==> src/rtl/bus_pkg.sv <==
// Shared definitions for the bus master port and its arbiter: default
// parameter values, the master FSM state encoding and the result codes.
package bus_pkg;

  localparam int BUS_ADDR_WIDTH      = 16;
  localparam int BUS_DATA_WIDTH      = 16;
  localparam int BUS_CLK_MAX_TIMEOUT = 10;

  // ST_BACKOFF is only reachable when the retry option is built in.
  typedef enum logic [2:0] {
    ST_IDLE    = 3'd0,
    ST_REQ     = 3'd1,
    ST_ADDR    = 3'd2,
    ST_DATA    = 3'd3,
    ST_DONE    = 3'd4,
    ST_BACKOFF = 3'd5
  } state_t;

  typedef logic [1:0] err_t;

  localparam err_t ERR_OK       = 2'b00;
  localparam err_t ERR_ARB      = 2'b01;
  localparam err_t ERR_GRANT_TO = 2'b10;
  localparam err_t ERR_XFER_TO  = 2'b11;

endpackage

==> src/rtl/bus_timeout_cnt.sv <==
// Wait-phase timer. Counts enabled cycles, saturates at MAX and flags the
// cycle in which the MAX-th enabled cycle of the current phase is running.
module bus_timeout_cnt
  import bus_pkg::*;
#(
  parameter int MAX = BUS_CLK_MAX_TIMEOUT
) (
  input  logic clk,
  input  logic clrn,
  input  logic clear,
  input  logic enable,
  output logic expired
);

  localparam int             W    = $clog2(MAX + 1);
  localparam logic [W-1:0]   LAST = W'(MAX - 1);
  localparam logic [W-1:0]   SAT  = W'(MAX);

  logic [W-1:0] count;

  // Cycle counter: cleared on phase change, saturating while enabled.
  always_ff @(posedge clk or negedge clrn) begin
    if (!clrn) begin
      count <= '0;
    end else if (clear) begin
      count <= '0;
    end else if (enable && (count != SAT)) begin
      count <= count + W'(1);
    end
  end

  assign expired = enable && (count >= LAST);

endmodule

==> src/rtl/bus_master_port.sv <==
// Single-transfer bus master: request/grant, address phase, data phase,
// with error, grant-loss and timeout handling.
// Optional feature: define BUS_MASTER_RETRY_EN to retry a failed transfer
// once after dropping the bus request for two cycles.
module bus_master_port
  import bus_pkg::*;
#(
  parameter int ADDR_WIDTH      = BUS_ADDR_WIDTH,
  parameter int DATA_WIDTH      = BUS_DATA_WIDTH,
  parameter int CLK_MAX_TIMEOUT = BUS_CLK_MAX_TIMEOUT
) (
  input  logic                  clk,
  input  logic                  clrn,
  input  logic                  start_i,
  input  logic                  we_i,
  input  logic [ADDR_WIDTH-1:0] addr_i,
  input  logic [DATA_WIDTH-1:0] wdata_i,
  output logic                  busy_o,
  output logic                  done_o,
  output logic [1:0]            err_o,
  output logic [DATA_WIDTH-1:0] rdata_o,
  output logic                  barq_o,
  input  logic                  bagd_i,
  output logic                  address_valid_o,
  input  logic                  target_ready_i,
  input  logic                  data_strobe_i,
  input  logic [1:0]            error_i,
  output logic [ADDR_WIDTH-1:0] bus_addr_o,
  output logic [DATA_WIDTH-1:0] bus_wdata_o,
  output logic                  bus_we_o,
  input  logic [DATA_WIDTH-1:0] bus_rdata_i
);

  state_t                state_q, state_n;
  err_t                  err_q, err_n, fail_code;
  logic                  fail, capture;
  logic                  we_q;
  logic [ADDR_WIDTH-1:0] addr_q;
  logic [DATA_WIDTH-1:0] wdata_q;
  logic [DATA_WIDTH-1:0] rdata_q;
  logic                  tmr_clear, tmr_en, tmr_expired;
`ifdef BUS_MASTER_RETRY_EN
  logic                  retried_q;
  logic                  bo_cnt_q;
`endif

  // Next-state and result decode; error_i outranks grant loss, handshakes
  // and timeouts in every bus-owning state.
  always_comb begin
    // NOTE: every variable gets a default first so no path leaves it unassigned (no latches).
    state_n   = state_q;
    err_n     = err_q;
    fail      = 1'b0;
    fail_code = ERR_OK;
    capture   = 1'b0;
    case (state_q)
      ST_IDLE: if (start_i) state_n = ST_REQ;
      ST_REQ: begin
        if (error_i != 2'b00)  begin fail = 1'b1; fail_code = ERR_ARB; end
        else if (bagd_i)       state_n = ST_ADDR;
        else if (tmr_expired)  begin fail = 1'b1; fail_code = ERR_GRANT_TO; end
      end
      ST_ADDR: begin
        if (error_i != 2'b00)    begin fail = 1'b1; fail_code = ERR_ARB; end
        else if (!bagd_i)        begin fail = 1'b1; fail_code = ERR_ARB; end
        else if (target_ready_i) state_n = ST_DATA;
        else if (tmr_expired)    begin fail = 1'b1; fail_code = ERR_XFER_TO; end
      end
      ST_DATA: begin
        if (error_i != 2'b00)   begin fail = 1'b1; fail_code = ERR_ARB; end
        else if (!bagd_i)       begin fail = 1'b1; fail_code = ERR_ARB; end
        else if (data_strobe_i) begin
          capture = !we_q;
          state_n = ST_DONE;
          err_n   = ERR_OK;
        end
        else if (tmr_expired)   begin fail = 1'b1; fail_code = ERR_XFER_TO; end
      end
      ST_DONE: state_n = ST_IDLE;
`ifdef BUS_MASTER_RETRY_EN
      ST_BACKOFF: if (bo_cnt_q) state_n = ST_REQ;
`endif
      default: state_n = ST_IDLE;
    endcase
    if (fail) begin
`ifdef BUS_MASTER_RETRY_EN
      if (!retried_q) begin
        state_n = ST_BACKOFF;
      end else begin
        state_n = ST_DONE;
        err_n   = fail_code;
      end
`else
      state_n = ST_DONE;
      err_n   = fail_code;
`endif
    end
  end

  // The address and data phases share one wait budget, so the move from
  // ADDR to DATA does not restart the timer.
  assign tmr_clear = (state_n != state_q) && !((state_q == ST_ADDR) && (state_n == ST_DATA));
  assign tmr_en    = (state_q == ST_REQ) || (state_q == ST_ADDR) || (state_q == ST_DATA);

  bus_timeout_cnt #(.MAX(CLK_MAX_TIMEOUT)) u_timer (
    .clk     (clk),
    .clrn    (clrn),
    .clear   (tmr_clear),
    .enable  (tmr_en),
    .expired (tmr_expired)
  );

  // State, latched transfer fields, result code and read data registers.
  always_ff @(posedge clk or negedge clrn) begin
    if (!clrn) begin
      state_q <= ST_IDLE;
      err_q   <= ERR_OK;
      we_q    <= 1'b0;
      addr_q  <= '0;
      wdata_q <= '0;
      rdata_q <= '0;
    end else begin
      // NOTE: sequential state uses non-blocking assignments so every register samples pre-edge values.
      state_q <= state_n;
      err_q   <= err_n;
      if ((state_q == ST_IDLE) && start_i) begin
        we_q    <= we_i;
        addr_q  <= addr_i;
        wdata_q <= wdata_i;
      end
      if (capture) rdata_q <= bus_rdata_i;
    end
  end

`ifdef BUS_MASTER_RETRY_EN
  // Retry bookkeeping: one retry per transfer, two-cycle request backoff.
  always_ff @(posedge clk or negedge clrn) begin
    if (!clrn) begin
      retried_q <= 1'b0;
      bo_cnt_q  <= 1'b0;
    end else begin
      if ((state_q == ST_IDLE) && start_i) retried_q <= 1'b0;
      else if (fail && !retried_q)         retried_q <= 1'b1;
      bo_cnt_q <= (state_q == ST_BACKOFF) && !bo_cnt_q;
    end
  end
`endif

  assign busy_o          = (state_q != ST_IDLE);
  assign done_o          = (state_q == ST_DONE);
  assign err_o           = done_o ? err_q : ERR_OK;
  assign rdata_o         = rdata_q;
  assign barq_o          = tmr_en;
  assign address_valid_o = (state_q == ST_ADDR) || (state_q == ST_DATA);
  assign bus_addr_o      = address_valid_o ? addr_q  : '0;
  assign bus_wdata_o     = address_valid_o ? wdata_q : '0;
  assign bus_we_o        = address_valid_o && we_q;

endmodule

==> config.mk <==
export PLATFORM = sky130hd
export DESIGN_NAME = bus_master_port
export DESIGN_NICKNAME = d
export VERILOG_FILES = /design/src/rtl/bus_pkg.sv /design/src/rtl/bus_timeout_cnt.sv /design/src/rtl/bus_master_port.sv
export SDC_FILE = /design/constraint.sdc
export NUM_CORES = 1
export LEC_CHECK = 0
export CORE_MARGIN = 3
export CORE_UTILIZATION = 32
export CTS_BUF_LIST = sky130_fd_sc_hd__clkbuf_4
export CTS_CLUSTER_DIAMETER = 200
export CTS_CLUSTER_SIZE = 30
export DETAILED_ROUTE_END_ITERATION = 12
export DONT_BUFFER_PORTS = 1
export GPL_ROUTABILITY_DRIVEN = 0
export PLACE_DENSITY = 0.48
export SYNTH_ARGS = -nofsm -noshare
export SYNTH_HDL_FRONTEND = slang
export SYNTH_SLANG_ARGS = --single-unit
export TNS_END_PERCENT = 10
==> constraint.sdc <==
create_clock -name clk -period 2.39 [get_ports clk]
set_clock_uncertainty 0.05 [all_clocks]
set_input_delay 0.239 -clock clk [delete_from_list [all_inputs] [get_ports clk]]
set_output_delay 0.239 -clock clk [all_outputs]
set_load 0.005 [all_outputs]
Word-level counts from Yosys, hierarchy flattened

Index checks and enable logic that the tools add are counted.

Word-level logic and storage cells: 82
Bits in registers: 58
Output and inout bits: 55
Input port bits: 57

Add/sub/neg operators: 1
Reductions and logical operators: 19
$lt $le $gt $ge: 1
Equality and inequality tests: 8
Mux-type cells: 46

Operators by type and width:

| kind                | number |
|---|---|
| $mux 16             | 2 |
| $mux 2              | 16 |
| $mux 3              | 10 |
| $mux 1              | 13 |
| $pmux 3 s4          | 1 |
| $reduce_bool 2->1   | 5 |
| $eq 3x2->1 const B  | 3 |
| $mux 4              | 2 |
| $logic_and 1x1->1   | 6 |
| $pmux 2 s3          | 1 |
| $add 4x1->4 const B | 1 |
| $ge 4x4->1 const B  | 1 |
| $ne 4x4->1 const B  | 1 |
| $reduce_and 4->1    | 1 |
| $eq 3x1->1 const B  | 1 |
| $eq 3x3->1 const B  | 1 |
| $logic_not 3->1     | 1 |
| $logic_or 1x1->1    | 3 |
| $ne 3x3->1          | 1 |
| $pmux 1 s3          | 1 |
| $reduce_bool 3->1   | 1 |
| $logic_not 1->1     | 2 |
| $ne 2x2->1 const B  | 1 |

Depth between registers and ports, before layout

Word-level depth: 15
Depth in mapped cells: 6
Mapped depth without buffers: 6

By module

A second synthesis with hierarchy kept.

Cell total of the unflattened synthesis: 218
Area, all modules: 2796.4 um^2

Modules (own cells, without submodules):

| module          | seq. area each (um^2) | instances | area each (um^2) | cells an instance |
|---|---|---|---|---|
| bus_master_port | 1351.3                | 1         | 2529.9           | 190 |
| bus_timeout_cnt | 100.1                 | 1         | 266.5            | 28 |

Worst setup path before layout

No wires, ideal clock.

Path kind: register to register
Start: register state_q[0]
End: register addr_q[0]
Library setup time: 0.125 ns
Slack: 0.637 ns
Data required time: 2.215 ns
Data arrival time: 1.578 ns
Path buffers: 2
Period minus slack after synthesis: 1.753 ns
Cell stages (with the launch flop): 6
Path through: dfrtp_1 buf_2 or3_4 nor2_4 buf_4 mux2_2

Word-level cells in the longest chain between the ends: 2

Ends and longest elaborated chain:

| what                   | line                   | RTL |
|---|---|---|
| from (decl)            | bus_master_port.sv:34  | `state_t state_q, state_n;` |
| from (signal assigned) | bus_master_port.sv:124 | `state_q <= state_n;` |
| $logic_not 3->1        | bus_master_port.sv:126 | `if ((state_q == ST_IDLE) && start_i) begin` |
| $logic_and 1x1->1      | bus_master_port.sv:126 |  |
| to (signal assigned)   | bus_master_port.sv:128 | `addr_q <= addr_i;` |
| to (decl)              | bus_master_port.sv:38  | `logic [ADDR_WIDTH-1:0] addr_q;` |

Every way passes these cells.
A chain may end at the register's enable or synchronous reset.

Worst setup path after layout

Start: register state_q[2]
End: output port bus_addr_o[14]

Word-level cells in the longest chain between the ends: 3
Elaborated cells between the ends (all ways): 4
Classes of those cells: 2 x eq/ne; 1 x mux; 1 x reduce/logical

Ends and longest elaborated chain:

| what               | line                   | RTL |
|---|---|---|
| $eq 3x2->1         | bus_master_port.sv:154 | `assign address_valid_o = (state_q == ST_ADDR) \|\| (state_q == ST_DATA);` |
| $logic_or 1x1->1 * | bus_master_port.sv:154 |  |
| $mux 16 *          | bus_master_port.sv:155 | `assign bus_addr_o = address_valid_o ? addr_q : '0;` |
| to (decl)          | bus_master_port.sv:28  | `output logic [ADDR_WIDTH-1:0] bus_addr_o,` |

Every way passes the cells marked *; elsewhere a longest branch is shown, timed or not.

==> out/qor.csv <==
stage,metric,value,unit
die,io_pins,112,
routing,wl_per_cell,15.5,um
worst_setup_path,crit_start,state_q[2]$_DFF_PN0_,
sta,post-route-period-util,89.5,%
synth,synth_commonest_cells,"dfrtp_1, mux2_2, and2_1",
routing,viasPerCell,4.74,
worst_setup_path,cp-start-kind,flip-flop,
synth,synthXorXnorAreaFrac,0.629,%
power,pwr-share-clk,18.6,%
power,combPwrFrac,32.6,%
synth,synth_edf_count,0,
clock_network,cts_sinks,58,
worst_setup_path,r2r_start,state_q[0]$_DFF_PN0_,
die,initial_core_util,33.4,%
sta,maxSlewViolCount,0,
placement,placed_cells,319,
routing,wirelength,6000,um
final_layout,fillCellCount,782,
sta,worst_slew_pin_slew,0.588,ns
final_layout,n_antenna_cell,0,
synth,synth_cells,217,
final_layout,drive_gt1_share,27.7,%
run_status,outcome,finished clean,
synth,synthesis.area,2780,um^2
synth,synth_seq_cells,58,
synth,synthSimpleGateAreaFrac,15.2,%
flow_run,drv_cap,0,
grt,grt_pass1_vias,1906,
sta,setup_ws,0.251,ns
synth,synthMuxAreaShare,22.6,%
worst_setup_path,crit_path_max_fanout,33,
synth,yosysSeqAreaShare,52.2,%
grt,grt-ovfl-total,0,
final_layout,areaGrowthSynthToFinish,27.8,%
sta,rsz0062_at_grt,no,
power,switching_share,31.3,%
grt,antenna_found_initial,0,
synth,synth_top_area_share,52.2,%
sta,relSlewSlack,60.4,%
routing,vias,1835,
grt,grt_max_degree,59,
synth,synth_cell_types,39,
final_layout,final_cell_count_no_fill,387,
sta,setup_viol,0,
grt,grt_pass1_wl,9870,um
power,peakVddDrop,0.228,mV
worst_setup_path,crit_top_cell,buf_4,
clock_network,numCtsBuffers,9,
synth,synth_top_family_by_area,multiplexers,
min_path,min_path_type,input pin to flip-flop,
min_path,worstHoldStart,target_ready_i,
grt,track_usage,12.9,%
worst_setup_path,arrival,1.85,ns
worst_setup_path,cpPeakStageDelay,0.41,ns
clock_network,clockBufferDepth,2,
synth,ys_top_cells_by_area,"dfrtp_1, mux2_2, and2_1, mux2_4, ha_1",
sta,max_freq,0.468,GHz
clock_network,cts-root-buf,clkbuf_4,
worst_setup_path,cpMaxStageDelayCell,dfrtp_1,
power,p_per_area,857,nW/um^2
synth,synthArstFlopShare,100,%
synth,ys_warn_count,0,
die,rows,33,
final_layout,nNetsFinal,338,
worst_setup_path,required,2.10,ns
synth,synth_top_area_cell,dfrtp_1,
synth,synthFlopType,dfrtp_1,
power,cellLeakagePower,0.00156,uW
die,die_area,9850,um^2
worst_setup_path,path_class,flip-flop to output port,
clock_network,clk_pin_slew,0.11,ns
synth,synth_fa_ha_area_share,1.80,%
placement,dp_hpwl,4010,um
die,die_h,99.3,um
routing,detail-route-antenna-nets,0,
sta,whs,0.0823,ns
synth,syn_avg_cell_area,12.8,um^2
synth,synth.most_common_cell,dfrtp_1,
placement,io_buffers,0,
die,die_w,99.3,um
placement,place_ws,0.455,ns
power,intPower,2090,uW
clock_network,cts_tree,done,
synth,synth-compound-area-share,4.41,%
clock_network,clk_latency,0.39,ns
clock_network,htreeDepth,3,
synth,syn-num-nets,278,
routing,drt_iter0_markers,33,
worst_setup_path,end_kind,output port,
sta,fin_tns_setup,0,ns
routing,drc_errors,0,
worst_setup_path,crit_chain,buf_4 > nand2b_1 > inv_1 > buf_4 > and2_1,
power,switching_power,954,uW
sta,period_minus_slack,2.14,ns
die,core_area,8340,um^2
routing,firstDrtPassIters,4,
sta,hold_viol,0,
power,p_seq_share,48.8,%
path summary, 6_finish.rpt:
| path | endpoint | cells past startpoint | slack (ns) |
|---|---|---|---|
| max in group asynchronous | wdata_q[7]$_DFFE_PN0P_ | 2 | 1.70 |
| min in group asynchronous | wdata_q[14]$_DFFE_PN0P_ | 2 | 0.34 |
| worst max register to register | rdata_o[2]$_DFFE_PN0P_ | 5 | 0.42 |
| worst min-delay path | state_q[0]$_DFF_PN0_ | 2 | 0.08 |
| worst min register to register | wdata_q[10]$_DFFE_PN0P_ | 1 | 0.45 |
| worst max-delay path | bus_addr_o[14] | 5 | 0.25 |
routing by layer:
| layer | GRT usage (%) | wire length (um) | up-vias |
|---|---|---|---|
| li1 | - | - | 881 |
| met1 | 16.3 | 2660 | 876 |
| met2 | 19.7 | 2820 | 73 |
| met3 | 5.12 | 477 | 5 |
| met4 | 5.04 | 51 | 0 |
| met5 | 0 | 0 | - |
registers in the layout, summed over array words and instances (netlist names):
register	count
addr_q	16
rdata_o	16
wdata_q	16
u_timer.count	4
state_q	3
err_q	2
we_q	1
through the flow:
stage | utilization (%) | power [uW] | cell area, um^2
6_report | 42.6 | 3050 | 3560
5_1_grt | 42.6 | 3310 | 3560
4_1_cts | 42.6 | 3120 | 3560
3_5_place_dp | 34.9 | 2430 | 2910
3_3_place_gp | 34.9 | 2410 | 2910
2_1_floorplan | - | 2220 | 2780
area by class of cell:
class	count	area, um^2	area share (%)
inverter	7	26.3	0.739
clock buffer	10	75.1	2.11
tap	105	131	3.69
multi-input combinational	143	1240	34.9
sequential	58	1450	40.8
timing repair buffer	58	596	16.7
clock inverter	6	33.8	0.950
cells by family after synthesis:
logic type | after synthesis
compound gates | 19
xor+xnor | 2
fa+ha+maj | 4
buf+inv | 16
flops | 58
mux | 53
simple gates | 65
power by group through the flow:
| stage | Clock [uW] | Combinational (uW) | Sequential, uW |
|---|---|---|---|
| finish | 567 | 994 | 1490 |
| global placement | 0 | 906 | 1500 |
| global route | 658 | 1120 | 1530 |
| floorplan | 0 | 778 | 1450 |
| CTS | 614 | 1020 | 1490 |
| detailed placement | 0 | 927 | 1510 |
worst max-delay path: cells and delay by family, from the launching register on:
| family | cells | cell delay (ns) |
|---|---|---|
| and+or+nand+nor | 2 | 0.45 |
| buffers and inverters | 3 | 0.60 |
| DFF | 1 | 0.41 |
timing repair:
item | CTS | global route
hold buffers | 52 | 0
gates resized for setup | 0 | 0
endpoints found under the hold margin | 109 | 0
setup buffers | 0 | 0
placed cells by master (no fill, tap or decap), types with 2 or more instances in the layout:
| master | instances |
|---|---|
| clkinv_1 | 2 |
| or3_1 | 2 |
| dfrtp_1 | 58 |
| inv_1 | 7 |
| nand2_1 | 3 |
| buf_4 | 5 |
| and3_1 | 2 |
| a21oi_1 | 3 |
| clkbuf_4 | 10 |
| o211ai_1 | 2 |
| nand4_1 | 2 |
| ha_1 | 4 |
| clkinv_2 | 2 |
| dlygate4sd3_1 | 51 |
| mux2i_1 | 4 |
| nor2_1 | 3 |
| o21ai_0 | 6 |
| and2_1 | 34 |
| mux2_2 | 39 |
| nor3b_1 | 3 |
| nor3_1 | 7 |
| o21bai_1 | 2 |
| mux2_4 | 10 |
(Power assumes the default switching activity.)
